### config.mk
export PLATFORM = sky130hd
export DESIGN_NAME = jump_button_conditioner
export DESIGN_NICKNAME = d
export VERILOG_FILES = /design/src/rtl/jump_button_conditioner.sv
export SDC_FILE = /design/constraint.sdc
export NUM_CORES = 1
export LEC_CHECK = 0
export BUFFER_PORTS_ARGS = -buffer_cell sky130_fd_sc_hd__buf_4
export CORE_MARGIN = 2
export CORE_UTILIZATION = 30
export DETAILED_ROUTE_END_ITERATION = 16
export PLACE_DENSITY_LB_ADDON = 0.2
export SLEW_MARGIN = 20
export SYNTH_ARGS = -nofsm -noshare
export SYNTH_HDL_FRONTEND = slang
export SYNTH_SLANG_ARGS = --single-unit
### constraint.sdc
create_clock -name clk -period 5 [get_ports clk]
set_clock_uncertainty 0.1 [all_clocks]
set_input_delay 0 -clock clk [delete_from_list [all_inputs] [get_ports clk]]
set_output_delay 0 -clock clk [all_outputs]
set_load 0.02 [all_outputs]
### src/rtl/jump_button_conditioner.sv
// jump_button_conditioner: synchronise, debounce and edge-detect up_button into sticky jump requests
// Ports: clk, reset (sync, active-low), up_button (raw async), jump_ack (request consumed pulse),
//        button_level (debounced level), press_pulse (one cycle per event), jump_req (sticky request),
//        overrun (press arrived while request pending), press_count (wrapping event count).
// Option: define JUMP_AUTOREPEAT_EN to re-issue events every REPEAT_CYCLES while held.
module jump_button_conditioner #(
  parameter int DEBOUNCE_CYCLES = 50000,
  parameter int REPEAT_CYCLES = 12500000,
  parameter int CNT_W = 16
) (
  input  logic clk,
  input  logic reset,
  input  logic up_button,
  input  logic jump_ack,
  output logic button_level,
  output logic press_pulse,
  output logic jump_req,
  output logic overrun,
  output logic [CNT_W-1:0] press_count
);
  localparam int DW = $clog2(DEBOUNCE_CYCLES);
  localparam logic [DW-1:0] D_LAST = DW'(DEBOUNCE_CYCLES - 1);
  typedef enum logic [1:0] {RELEASED, PRESS_PEND, HELD, RELEASE_PEND} state_t;
  state_t state_q, state_d;
  logic sync1_q, sync2_q;
  logic [DW-1:0] cnt_q, cnt_d;
  logic press_pulse_q, press_pulse_d, jump_req_q, jump_req_d, overrun_q, overrun_d;
  logic [CNT_W-1:0] press_count_q, press_count_d;
  logic accept, ev;
  // The entry edge into a pending state already counts as the first stable cycle.
  always_comb begin
    state_d = state_q;
    cnt_d = '0;
    accept = 1'b0;
    case (state_q)
      RELEASED: if (sync2_q) begin
        state_d = PRESS_PEND;
        cnt_d = DW'(1);
      end
      PRESS_PEND: if (!sync2_q) state_d = RELEASED;
        else if (cnt_q == D_LAST) begin
          state_d = HELD;
          accept = 1'b1;
        end else cnt_d = cnt_q + DW'(1);
      HELD: if (!sync2_q) begin
        state_d = RELEASE_PEND;
        cnt_d = DW'(1);
      end
      RELEASE_PEND: if (sync2_q) state_d = HELD;
        else if (cnt_q == D_LAST) state_d = RELEASED;
        else cnt_d = cnt_q + DW'(1);
      default: state_d = RELEASED;
    endcase
  end
`ifdef JUMP_AUTOREPEAT_EN
  localparam int RW = $clog2(REPEAT_CYCLES + 1);
  logic [RW-1:0] rpt_q, rpt_d;
  logic rpt_ev;
  // Repeat counter only runs while staying in HELD; any exit restarts it from zero.
  always_comb begin
    rpt_ev = state_q == HELD && sync2_q && rpt_q == RW'(REPEAT_CYCLES - 1);
    rpt_d = (state_q == HELD && sync2_q && !rpt_ev) ? rpt_q + RW'(1) : '0;
  end
  always_ff @(posedge clk) rpt_q <= !reset ? '0 : rpt_d;
  assign ev = accept | rpt_ev;
`else
  assign ev = accept;
`endif
  // A new event wins over an acknowledge in the same cycle.
  always_comb begin
    press_pulse_d = ev;
    jump_req_d = ev ? 1'b1 : (jump_ack ? 1'b0 : jump_req_q);
    overrun_d = jump_ack ? 1'b0 : (overrun_q | (ev & jump_req_q));
    press_count_d = ev ? press_count_q + CNT_W'(1) : press_count_q;
  end
  always_ff @(posedge clk) begin
    if (!reset) begin
      state_q <= RELEASED;
      sync1_q <= 1'b0;
      sync2_q <= 1'b0;
      cnt_q <= '0;
      press_pulse_q <= 1'b0;
      jump_req_q <= 1'b0;
      overrun_q <= 1'b0;
      press_count_q <= '0;
    end else begin
      state_q <= state_d;
      sync1_q <= up_button;
      sync2_q <= sync1_q;
      cnt_q <= cnt_d;
      press_pulse_q <= press_pulse_d;
      jump_req_q <= jump_req_d;
      overrun_q <= overrun_d;
      press_count_q <= press_count_d;
    end
  end
  assign button_level = state_q == HELD || state_q == RELEASE_PEND;
  assign press_pulse = press_pulse_q;
  assign jump_req = jump_req_q;
  assign overrun = overrun_q;
  assign press_count = press_count_q;
endmodule

# == Word level (Yosys, flattened, before mapping) ==
# Cells that the tools add are included.
# totals
regBits,39
latchBits,0
ram_bits,0
romBits,0
wordCells,44
n_memories,0
# op_classes
add_sub_neg,2
n_mul,0
div_mod_pow,0
order_cmp,0
n_eq_ne,8
n_shift,0
n_mux,18
n_bitwise,3
reduce_logical,5
# ops
operator,count
$pmux 16 s4,1
$mux 16,3
$add 16x1->16 const B,2
$eq 16x16->1 const B,1
$mux 2,6
$pmux 2 s4,1
$mux 1,7
$ne 3x3->1 const B,2
$eq 2x2->1 const B,2
$ne 2x2->1 const B,2
$reduce_and 4->1,1
$eq 2x1->1 const B,1
$logic_not 2->1,1
$reduce_bool 2->1,1
$reduce_or 2->1,1
$and 1x1->1,1
$logic_or 1x1->1,1
$not 1->1,1
$or 1x1->1,1

# == Depth between registers and ports, before layout ==
# Gate-level depths: netlist of run 1.
# depth
ltp_word,6
depth_mapped,7
depth_no_buf,5

# == Worst setup path after synthesis of run 1 ==
# OpenSTA, ideal clock, no wires.
# synth_timing
kind,register to register
startpoint,reg cnt_q[6]
endpoint,reg press_count_q[11] (netlist: press_count[11])
setup_ps,70
t_arrival_ps,2113
path_slack_ps,2717
path_stages_with_launch,6
n_path_buf,1
period_less_slack_ps,2283
cell_sequence,dfxtp_1 -> or4b_4 -> or4_1 -> buf_2 -> or4_1 -> a21oi_1
# synth_between
elab_chain_cells,4
# synth_lines
element,line,text
start: declaration,26,"logic [DW-1:0] cnt_q, cnt_d;"
start signal: assignment,90,cnt_q <= cnt_d;
$eq 16x16->1,41,else if (cnt_q == D_LAST) begin
$mux 1,41,
$mux 1,40,PRESS_PEND: if (!sync2_q) state_d = RELEASED;
$mux 1,35,case (state_q)
end signal: assignment,94,press_count_q <= press_count_d;
end: declaration,28,"logic [CNT_W-1:0] press_count_q, press_count_d;"
# No other way between the ends.
# A chain may end at the register's enable or synchronous reset.

# == Final worst setup path of run 1 ==
# layout_timing
startpoint,reg cnt_q[6]
endpoint,reg press_count_q[13] (netlist: press_count[13])
# Same word-level chain as after synthesis.

==> run_results.csv, run 1 <==
group,metric,value,unit
run_status,status,"finished, final reports clean",
worst_setup_path,critical_path.startpoint,"cnt_q[6]",
logic_synthesis,async_reset_ff_frac,0,
cts,cts_buffers,5,
place,placed_area,0.002007,sq mm
cts,cts_sinks,39,
timing,worst_pin_slew,0.6559,ns
cells_and_area,seqCellArea,780.7,sq um
hold_path,hp-class,"register to register",
place,port_buffers,23,
global_route,grt_pass1_vias,1347,
route,routedWlPerCell,13.22,microns
global_route,grt-ovfl-total,0,
floorplan,start_util,0.3062,
cells_and_area,fillers,635,
timing,whs,0.3370,ns
hold_path,hp-start,"sync1_q",
logic_synthesis,ys_seq_area_frac,0.4385,
worst_setup_path,start_kind,"register",
cells_and_area,fin_util,0.3681,
global_route,antenna_found_initial,0,
floorplan,ios,24,
route,drtAntennaViolNets,0,
worst_setup_path,arrival,2.76,ns
flow_run,cap_violations,0,
cts,cts-root-buf,"clkbuf_8",
floorplan,die-area,0.006567,sq mm
timing,final.min_clock_period,2.641,ns
logic_synthesis,synth_cell_types,36,
logic_synthesis,synthCells,202,
route,drc,0,
cts,htree_levels,2,
route,avgViaCountPerCell,5.133,
worst_setup_path,slowest_stage,"or4_1",
worst_setup_path,cp-end-kind,"register",
place,placed_cells,290,
logic_synthesis,synth_area_leader_cell,"dfxtp_1",
cts,post_cts_buffers,0,
logic_synthesis,synth_edf_count,0,
worst_setup_path,crit_fanout,20,
logic_synthesis,synth_top_area_frac,0.4385,
logic_synthesis,ys.flop_type,"dfxtp_1",
logic_synthesis,synth-simple-area-share,0.3162,
worst_setup_path,path_cells,"or4b_4 > or4_1 > or4_1 > a21oi_1",
cts,post_cts_resized,0,
floorplan,die_y,81.04,microns
logic_synthesis,muxShareOfSynthArea,0.01124,
timing,drv_slew,0,
logic_synthesis,synthAdderAreaFrac,0.01405,
floorplan,die_w,81.04,microns
cells_and_area,postLayoutCellArea,0.002141,sq mm
cells_and_area,fin_nets,232,
timing,setup_slack,2.359,ns
cts,cts_tree,"yes",
global_route,grt_usage,0.1276,
global_route,grt_pass1_wl,6.417,mm
timing,hold_viol,0,
timing,clock.fmax,0.3786,GHz
place,dpl.hpwl,2.669,mm
worst_setup_path,timing.rr.start,"cnt_q[6]",
logic_synthesis,ys.warnings.count,0,
logic_synthesis,synth-seq-cells,39,
power_and_ir_drop,p_leak,0.6833,nW
timing,totalNegativeSetupSlack,0,ns
worst_setup_path,critPathRequiredTime,5.12,ns
worst_setup_path,slowest_delay,0.79,ns
floorplan,core_area,0.005816,sq mm
cells_and_area,antenna_cells,0,
timing,fin_crit_sh,0.5283,
route,dr.pass1.iters,4,
logic_synthesis,synthTopCellsByArea,"dfxtp_1 44%, or4_1 5.5%, o31ai_1 4.6%, a21oi_1 4.5%, nor2_1 3.6%",
cells_and_area,final_layout_size_suffix_gt1_frac,0.1504,
route,finalWirelength,3.979,mm
floorplan,rows,28,
timing,rsz0062_at_grt,"no",
logic_synthesis,syn-cell-area,0.001780,sq mm
route,drt-initial-drc-count,43,
logic_synthesis,synth_top_family_by_area,"simple AND/OR/NAND/NOR gates",
cells_and_area,finalNonFillerCells,301,
route,vias,1545,
cts,clk_path_buf_depth,2,
logic_synthesis,synth-compound-area-share,0.1209,
cts,clk_pin_slew,0.08,ns
global_route,grt_max_degree,21,
cells_and_area,syn_to_final_growth,20.24,%
cells_and_area,layout_common_cells,"39 x dfxtp_1, 23 x buf_4, 17 x nor2_1",
logic_synthesis,synth-xor-area-share,0.06395,
cells_and_area,layout_commonest_cell,"dfxtp_1",
power_and_ir_drop,report.power.total,0.5403,mW
place,place_ws,2.381,ns
timing,setup_viol,0,
power_and_ir_drop,cellPowerDensity,252.4,mW/mm^2
worst_setup_path,worst_path_most_repeated_cell,"or4_1",
cells_and_area,multi_input_area,943.4,sq um
place,place.gp.congestion,0.7908,
worst_setup_path,crit_type,"register to register",
cts,clk_latency,0.29,ns
power_and_ir_drop,ir_drop,0.0001238,V
timing,relSlewSlack,0.5591,
logic_synthesis,avgSynthCellArea,8.814,sq um
logic_synthesis,synthesis.nets,208,
registers in the layout, summed over array words and instances, names as in the netlist, named ones only:
| signal | flops |
|---|---|
| state_q | 1 |
| press_count | 16 |
| sync1_q | 1 |
| overrun | 1 |
| sync2_q | 1 |
| jump_req | 1 |
| press_pulse | 1 |
| cnt_q | 16 |
power by group:
group          leakage, nW  total, mW  internal (mW)  switching (mW)
Clock               0.0470      0.216          0.108           0.108
Combinational        0.322     0.0118        0.00486         0.00689
Sequential           0.315      0.312          0.312        0.000744
Total                0.683      0.540          0.425           0.116
synthesized netlist by cell type (2+ instances only):
cell,instances
ha_1,2
nor4_1,4
buf_2,2
nor2b_1,2
nand3_1,10
nor2_1,17
nand4bb_1,2
nand4_1,10
and3_1,2
o31ai_1,11
xnor2_1,6
dfxtp_1,39
xor2_1,7
mux2i_1,2
clkbuf_1,7
nor3_1,4
nor4b_1,2
nand2_1,11
a21oi_1,16
and4_1,5
and2_1,6
or4_1,13
o21ai_1,3
inv_1,5
nand2b_1,3
per-layer routing:
layer	wire length, microns	GRT usage	share of wire	up-vias
met1	2057	0.1800	0.52	724
li1	-	-	-	791
met4	49	0.05254	0.012	0
met3	135	0.03556	0.034	5
met2	1737	0.1818	0.44	25
met5	0	0	0	-
worst max-delay path: cells and delay by family (launching register included):
| kind | cells | cell delay (ns) |
|---|---|---|
| AO/OA/AOI/OAI | 1 | 0.15 |
| flip-flops | 1 | 0.42 |
| AND/OR/NAND/NOR | 3 | 1.91 |
worst paths after layout:
check,slack [ns],cells past startpoint,endpoint
max,2.36,4,press_count[13]
min,0.34,1,sync2_q
max reg2reg,2.36,4,press_count[13]
min reg2reg,0.34,1,sync2_q
timing repair:
action                                  4_1_cts  5_1_grt
endpoints found under the setup margin        0        0
hold endpoints to repair                      8        0
hold buffers                                  4        0
area by class of cell:
class / instances / area share
Sequential cell: 39 / 0.3647
Multi-Input combinational cell: 147 / 0.4407
Clock inverter: 1 / 0.002338
Tap cell: 75 / 0.04383
Timing Repair Buffer: 27 / 0.09936
Inverter: 6 / 0.01052
Clock buffer: 6 / 0.03857
kinds of logic (layout without fill, tap and decap cells):
group / after synthesis / in the layout
AO/OA/AOI/OAI: 35 / 35
XOR/XNOR: 13 / 13
adder cells (fa/ha/maj): 2 / 2
buffers and inverters: 16 / 40
flip-flops: 39 / 39
multiplexers: 2 / 2
AND/OR/NAND/NOR: 95 / 95
Power figures use the tool's default switching activity.
==> run 2, diff against run 1 <==
==> constraint.sdc (replaced) <==
create_clock -name clk -period 2.25 [get_ports clk]
set_clock_uncertainty 0.1 [all_clocks]
set_input_delay 0 -clock clk [delete_from_list [all_inputs] [get_ports clk]]
set_output_delay 0 -clock clk [all_outputs]
set_load 0.02 [all_outputs]
==> run 2 against run 1 <==
The run now ends with negative setup slack left. Largest cell class unchanged. Hold slack got worse by 0.0029 ns. Sequential power increased by 120%. Via count up 6.8%. Combinational power is 150% higher. Largest power group unchanged. Sequential share of layout area is 3.5 points lower.
==> run_results.csv, run 2 (synthesis results as in run 1) <==
group,metric,value,unit
run_status,status,"finished, violations left",
run_status,violations,"negative setup slack",
route,routedWlPerCell,13.22,microns
hold_path,hp-class,"register to register",
cells_and_area,syn_to_final_growth,33.73,%
cells_and_area,layout_commonest_cell,"buf_4",
timing,worst_pin_slew,0.5893,ns
route,dr.pass1.iters,4,
global_route,antenna_found_initial,0,
cts,htree_levels,2,
flow_run,cap_violations,0,
timing,clock.fmax,0.4360,GHz
cts,cts_buffers,5,
global_route,grt_pass1_wl,6.568,mm
timing,setup_slack,-0.04366,ns
global_route,grt-ovfl-total,0,
place,place_ws,-0.06779,ns
power_and_ir_drop,report.power.total,1.193,mW
place,place.gp.congestion,0.7556,
route,vias,1650,
timing,final.min_clock_period,2.294,ns
power_and_ir_drop,cellPowerDensity,500.9,mW/mm^2
timing,setup_viol,3,
worst_setup_path,crit_type,"register to register",
global_route,grt_usage,0.1289,
cts,clk_pin_slew,0.08,ns
cts,cts_tree,"yes",
worst_setup_path,cp-end-kind,"register",
timing,drv_slew,0,
timing,fin_crit_sh,1.019,
cells_and_area,layout_common_cells,"41 x buf_4, 36 x dfxtp_1, 17 x nor2_1",
global_route,grt_pass1_vias,1383,
cts,cts-root-buf,"clkbuf_8",
floorplan,die-area,0.006567,sq mm
timing,rsz0062_at_grt,"yes",
cts,cts_sinks,39,
floorplan,ios,24,
route,avgViaCountPerCell,5.124,
power_and_ir_drop,p_leak,0.7993,nW
worst_setup_path,start_kind,"register",
worst_setup_path,arrival,2.41,ns
worst_setup_path,critPathRequiredTime,2.36,ns
floorplan,die_w,81.04,microns
route,drtAntennaViolNets,0,
route,finalWirelength,4.258,mm
floorplan,core_area,0.005816,sq mm
place,port_buffers,23,
route,drc,0,
worst_setup_path,crit_fanout,5,
place,dpl.hpwl,2.881,mm
power_and_ir_drop,ir_drop,0.0003357,V
floorplan,rows,28,
global_route,grt_max_degree,19,
timing,hold_viol,0,
cts,clk_latency,0.29,ns
floorplan,die_y,81.04,microns
floorplan,start_util,0.3062,
route,drt-initial-drc-count,76,
timing,relSlewSlack,0.6047,
cts,clk_path_buf_depth,2,
cells_and_area,fin_nets,253,
cells_and_area,antenna_cells,0,
cells_and_area,final_layout_size_suffix_gt1_frac,0.2955,
==> run 2: changes by cell type in the layout (fill, tap and decap cells not counted), sizes merged <==
cell,delta
buf,+19
or4,+2
==> run 2: worst max-delay path: stages, from the launching register on <==
cell and delay (ns):
dfxtp_2 0.32, or4b_4 0.57, or4_4 0.60, or4_4 0.50, a21oi_2 0.13
==> run 2: stage by stage <==
stage	cell area, sq um	cells	setup TNS (ns)	hold slack [ns]	utilization
after detailed placement	2167	309	-0.3927	0.08750	0.3726
after CTS	2298	320	0	0.3315	0.3952
after global routing	2381	322	-0.3844	0.3347	0.4094
after floorplan	1792	202	-0.03316	-0.02069	-
final	2381	322	-0.1037	0.3342	0.4094
after global placement	2167	309	-0.1627	0.08378	0.3726
==> run 2: timing repair <==
item,4_1_cts,5_1_grt
gates resized for setup,1,18
pin swaps,3,15
cloned,0,2
hold endpoints to repair,7,0
endpoints found under the setup margin,11,10
buffers inserted,0,0
hold buffers,4,0
==> run 2: metal layers <==
metal	wire length [microns]	up-vias	track usage
met5	0	-	0
met4	43	0	0.04576
met3	149	5	0.03444
met2	1829	24	0.1926
met1	2236	771	0.1782
li1	-	850	-
==> run 2: worst paths after layout <==
path                                start             end  slack, ns  cells after the start
worst max-delay path            cnt_q[11]  press_count[7]      -0.04                      4
worst min-delay path              sync1_q         sync2_q       0.33                      1
worst max register to register  cnt_q[11]  press_count[7]      -0.04                      4
worst min register to register    sync1_q         sync2_q       0.33                      1
==> run 2: report_power, final <==
part           internal, mW  switching (mW)  total [mW]
clock network         0.240           0.229       0.470
registers             0.692         0.00130       0.694
logic                0.0125          0.0167      0.0292
total                 0.945           0.247        1.19
==> run 2: final cells by class <==
cell class                 count  area [sq um]
clock buffer                   6         82.58
clock inverter                 1         5.005
fill                         611          3435
inverter                       6         22.52
multi-input combinational    149          1025
sequential                    39         784.5
tap                           75         93.84
timing repair buffer          46         367.9
==> run 3, diff against run 2 <==
==> constraint.sdc (replaced) <==
create_clock -name clk -period 1.9 [get_ports clk]
set_clock_uncertainty 0.1 [all_clocks]
set_input_delay 0 -clock clk [delete_from_list [all_inputs] [get_ports clk]]
set_output_delay 0 -clock clk [all_outputs]
set_load 0.02 [all_outputs]
==> run 3 against run 2 <==
The run still ends with negative setup slack left. Core utilization up 2.7 points. Register-to-register slack worse by 0.29 ns. Sequential power up 18%. Die area unchanged. Count of clock-buffer cells in the layout unchanged. Hold slack better by 0.0020 ns. Non-clock buffer count up 20. Clock power up 56%. Final cell count up 5.9%.
==> run_results.csv, run 3 (synthesis results as in run 1) <==
group,metric,value,unit
run_status,status,"finished, violations left",
run_status,violations,"negative setup slack",
cts,clk_path_buf_depth,2,
power_and_ir_drop,ir_drop,0.0003630,V
worst_setup_path,critPathRequiredTime,2.01,ns
global_route,grt_max_degree,18,
global_route,top_usage_layer,"met2",
timing,rsz0062_at_grt,"yes",
worst_setup_path,slowest_delay,0.53,ns
cells_and_area,layout_commonest_cell,"buf_4",
worst_setup_path,cp-end-kind,"register",
cts,clk_pin_slew,0.08,ns
global_route,grt.met1_usage,0.1901,
power_and_ir_drop,p_int,1.268,mW
timing,setup_viol,17,
place,dpl.hpwl,3.055,mm
route,drt-initial-drc-count,82,
worst_setup_path,crit_fanout,7,
power_and_ir_drop,report.power.total,1.593,mW
global_route,use_met3,0.03333,
timing,setup_slack,-0.3331,ns
cells_and_area,postLayoutCellArea,0.002539,sq mm
global_route,grt-ovfl-total,0,
cells_and_area,final_layout_size_suffix_gt1_frac,0.3195,
route,drtAntennaViolNets,0,
power_and_ir_drop,p_sw_frac,0.2038,
timing,drv_slew,0,
worst_setup_path,start_kind,"register",
cells_and_area,layout_common_cells,"60 x buf_4, 37 x dfxtp_1, 17 x nor2_1",
worst_setup_path,arrival,2.34,ns
global_route,global_route.usage.met2,0.2231,
cts,cts_buffers,5,
floorplan,die-area,0.006567,sq mm
worst_setup_path,worst_path_most_repeated_cell,"or4_4",
cells_and_area,finalNonFillerCells,341,
route,dr.pass1.iters,4,
timing,clock.fmax,0.4478,GHz
flow_run,cap_violations,0,
cells_and_area,antenna_cells,0,
power_and_ir_drop,combPwrFrac,0.024,
route,routedWlPerCell,12.36,microns
global_route,grt_pass1_wl,7.210,mm
worst_setup_path,reg2reg_slack,-0.33,ns
place,place_ws,-0.3051,ns
global_route,antenna_found_initial,0,
cts,cts_sinks,39,
worst_setup_path,slowest_stage,"or4b_4",
route,avgViaCountPerCell,4.953,
place,place.gp.congestion,0.7833,
floorplan,rows,28,
cts,htree_levels,2,
power_and_ir_drop,p_leak,0.9365,nW
timing,hold_viol,0,
route,drc,0,
floorplan,die_y,81.04,microns
hold_path,hp-class,"primary input to register",
cts,clk_latency,0.29,ns
power_and_ir_drop,p_sw,0.3245,mW
global_route,grt_pass1_vias,1555,
floorplan,start_util,0.3062,
timing,fin_crit_sh,1.175,
cells_and_area,fin_nets,271,
floorplan,die_w,81.04,microns
place,port_buffers,23,
timing,relSlewSlack,0.6635,
timing,totalNegativeSetupSlack,-4.081,ns
worst_setup_path,path_cells,"or4b_4 > buf_4 > or4_4 > or4_4 > a21oi_1",
power_and_ir_drop,cellPowerDensity,627.4,mW/mm^2
route,vias,1689,
global_route,grt_usage,0.1406,
cells_and_area,syn_to_final_growth,42.59,%
timing,worst_pin_slew,0.5016,ns
place,placed_area,0.002340,sq mm
floorplan,core_area,0.005816,sq mm
place,placed_cells,329,
power_and_ir_drop,power_frac_seq,0.516,
route,finalWirelength,4.216,mm
cts,cts_tree,"yes",
worst_setup_path,crit_type,"register to register",
cts,post_cts_buffers,0,
floorplan,ios,24,
cts,cts-root-buf,"clkbuf_8",
timing,final.min_clock_period,2.233,ns
power_and_ir_drop,p_clk_frac,0.461,
[run 3: changes by cell type in the layout (fill, tap and decap cells not counted), moves of 2 or more]
cell	change
or4_4	-5
a21oi_1	+5
nor4_1	-2
buf_6	+2
a21oi_2	-5
or4_1	+3
buf_4	+19
[run 3: critical path, delay by kind of cell, from the launching register on]
family | cells | cell delay [ns]
simple gates | 3 | 1.44
flops | 1 | 0.33
buf+inv | 1 | 0.16
compound gates | 1 | 0.12
[run 3: path summary, 6_finish.rpt]
check                  from         endpoint  cells after the start
setup / recovery  cnt_q[11]  press_count[10]                      5
hold / removal     jump_ack          overrun                      3
setup reg to reg  cnt_q[11]  press_count[10]                      5
hold reg to reg     sync1_q          sync2_q                      1
[run 3: cell type report]
cell class,instances,area (sq um)
multi-input cells,147,1005
flip-flops and latches,39,783.3
fillers,604,3277
inverters,6,22.52
clock buffers,6,82.58
clock inverters,2,38.79
repair buffers,66,513.0
well taps,75,93.84
[run 3: power by group through the flow]
| stage | Clock, mW | Sequential (mW) | Combinational (mW) |
|---|---|---|---|
| 5_1_grt | 0.795 | 0.822 | 0.0422 |
| 6_report | 0.734 | 0.821 | 0.0379 |
| 4_1_cts | 0.755 | 0.821 | 0.0375 |
| 3_5_place_dp | 0 | 0.840 | 0.0309 |
| 3_3_place_gp | 0 | 0.840 | 0.0314 |
| 2_1_floorplan | 0 | 0.840 | 0.0148 |
[run 3: routing by layer]
metal  vias to the layer above  part of all wire
met5                         -                 0
met4                         0             0.012
met3                         7             0.037
met2                        27              0.48
met1                       774              0.47
li1                        881                 -
[run 3: through the flow]
stage	util	hold WS [ns]
finish	0.4365	0.3362
global route	0.4365	0.3230
CTS	0.4312	0.3239
detailed placement	0.4023	0.08647
global placement	0.4023	0.08353
floorplan	-	-0.02069
[run 3: what timing repair did]
action	4_1_cts	5_1_grt
resized for setup	1	7
hold buffers	4	0
endpoints found under the setup margin	32	35
hold endpoints to repair	7	0
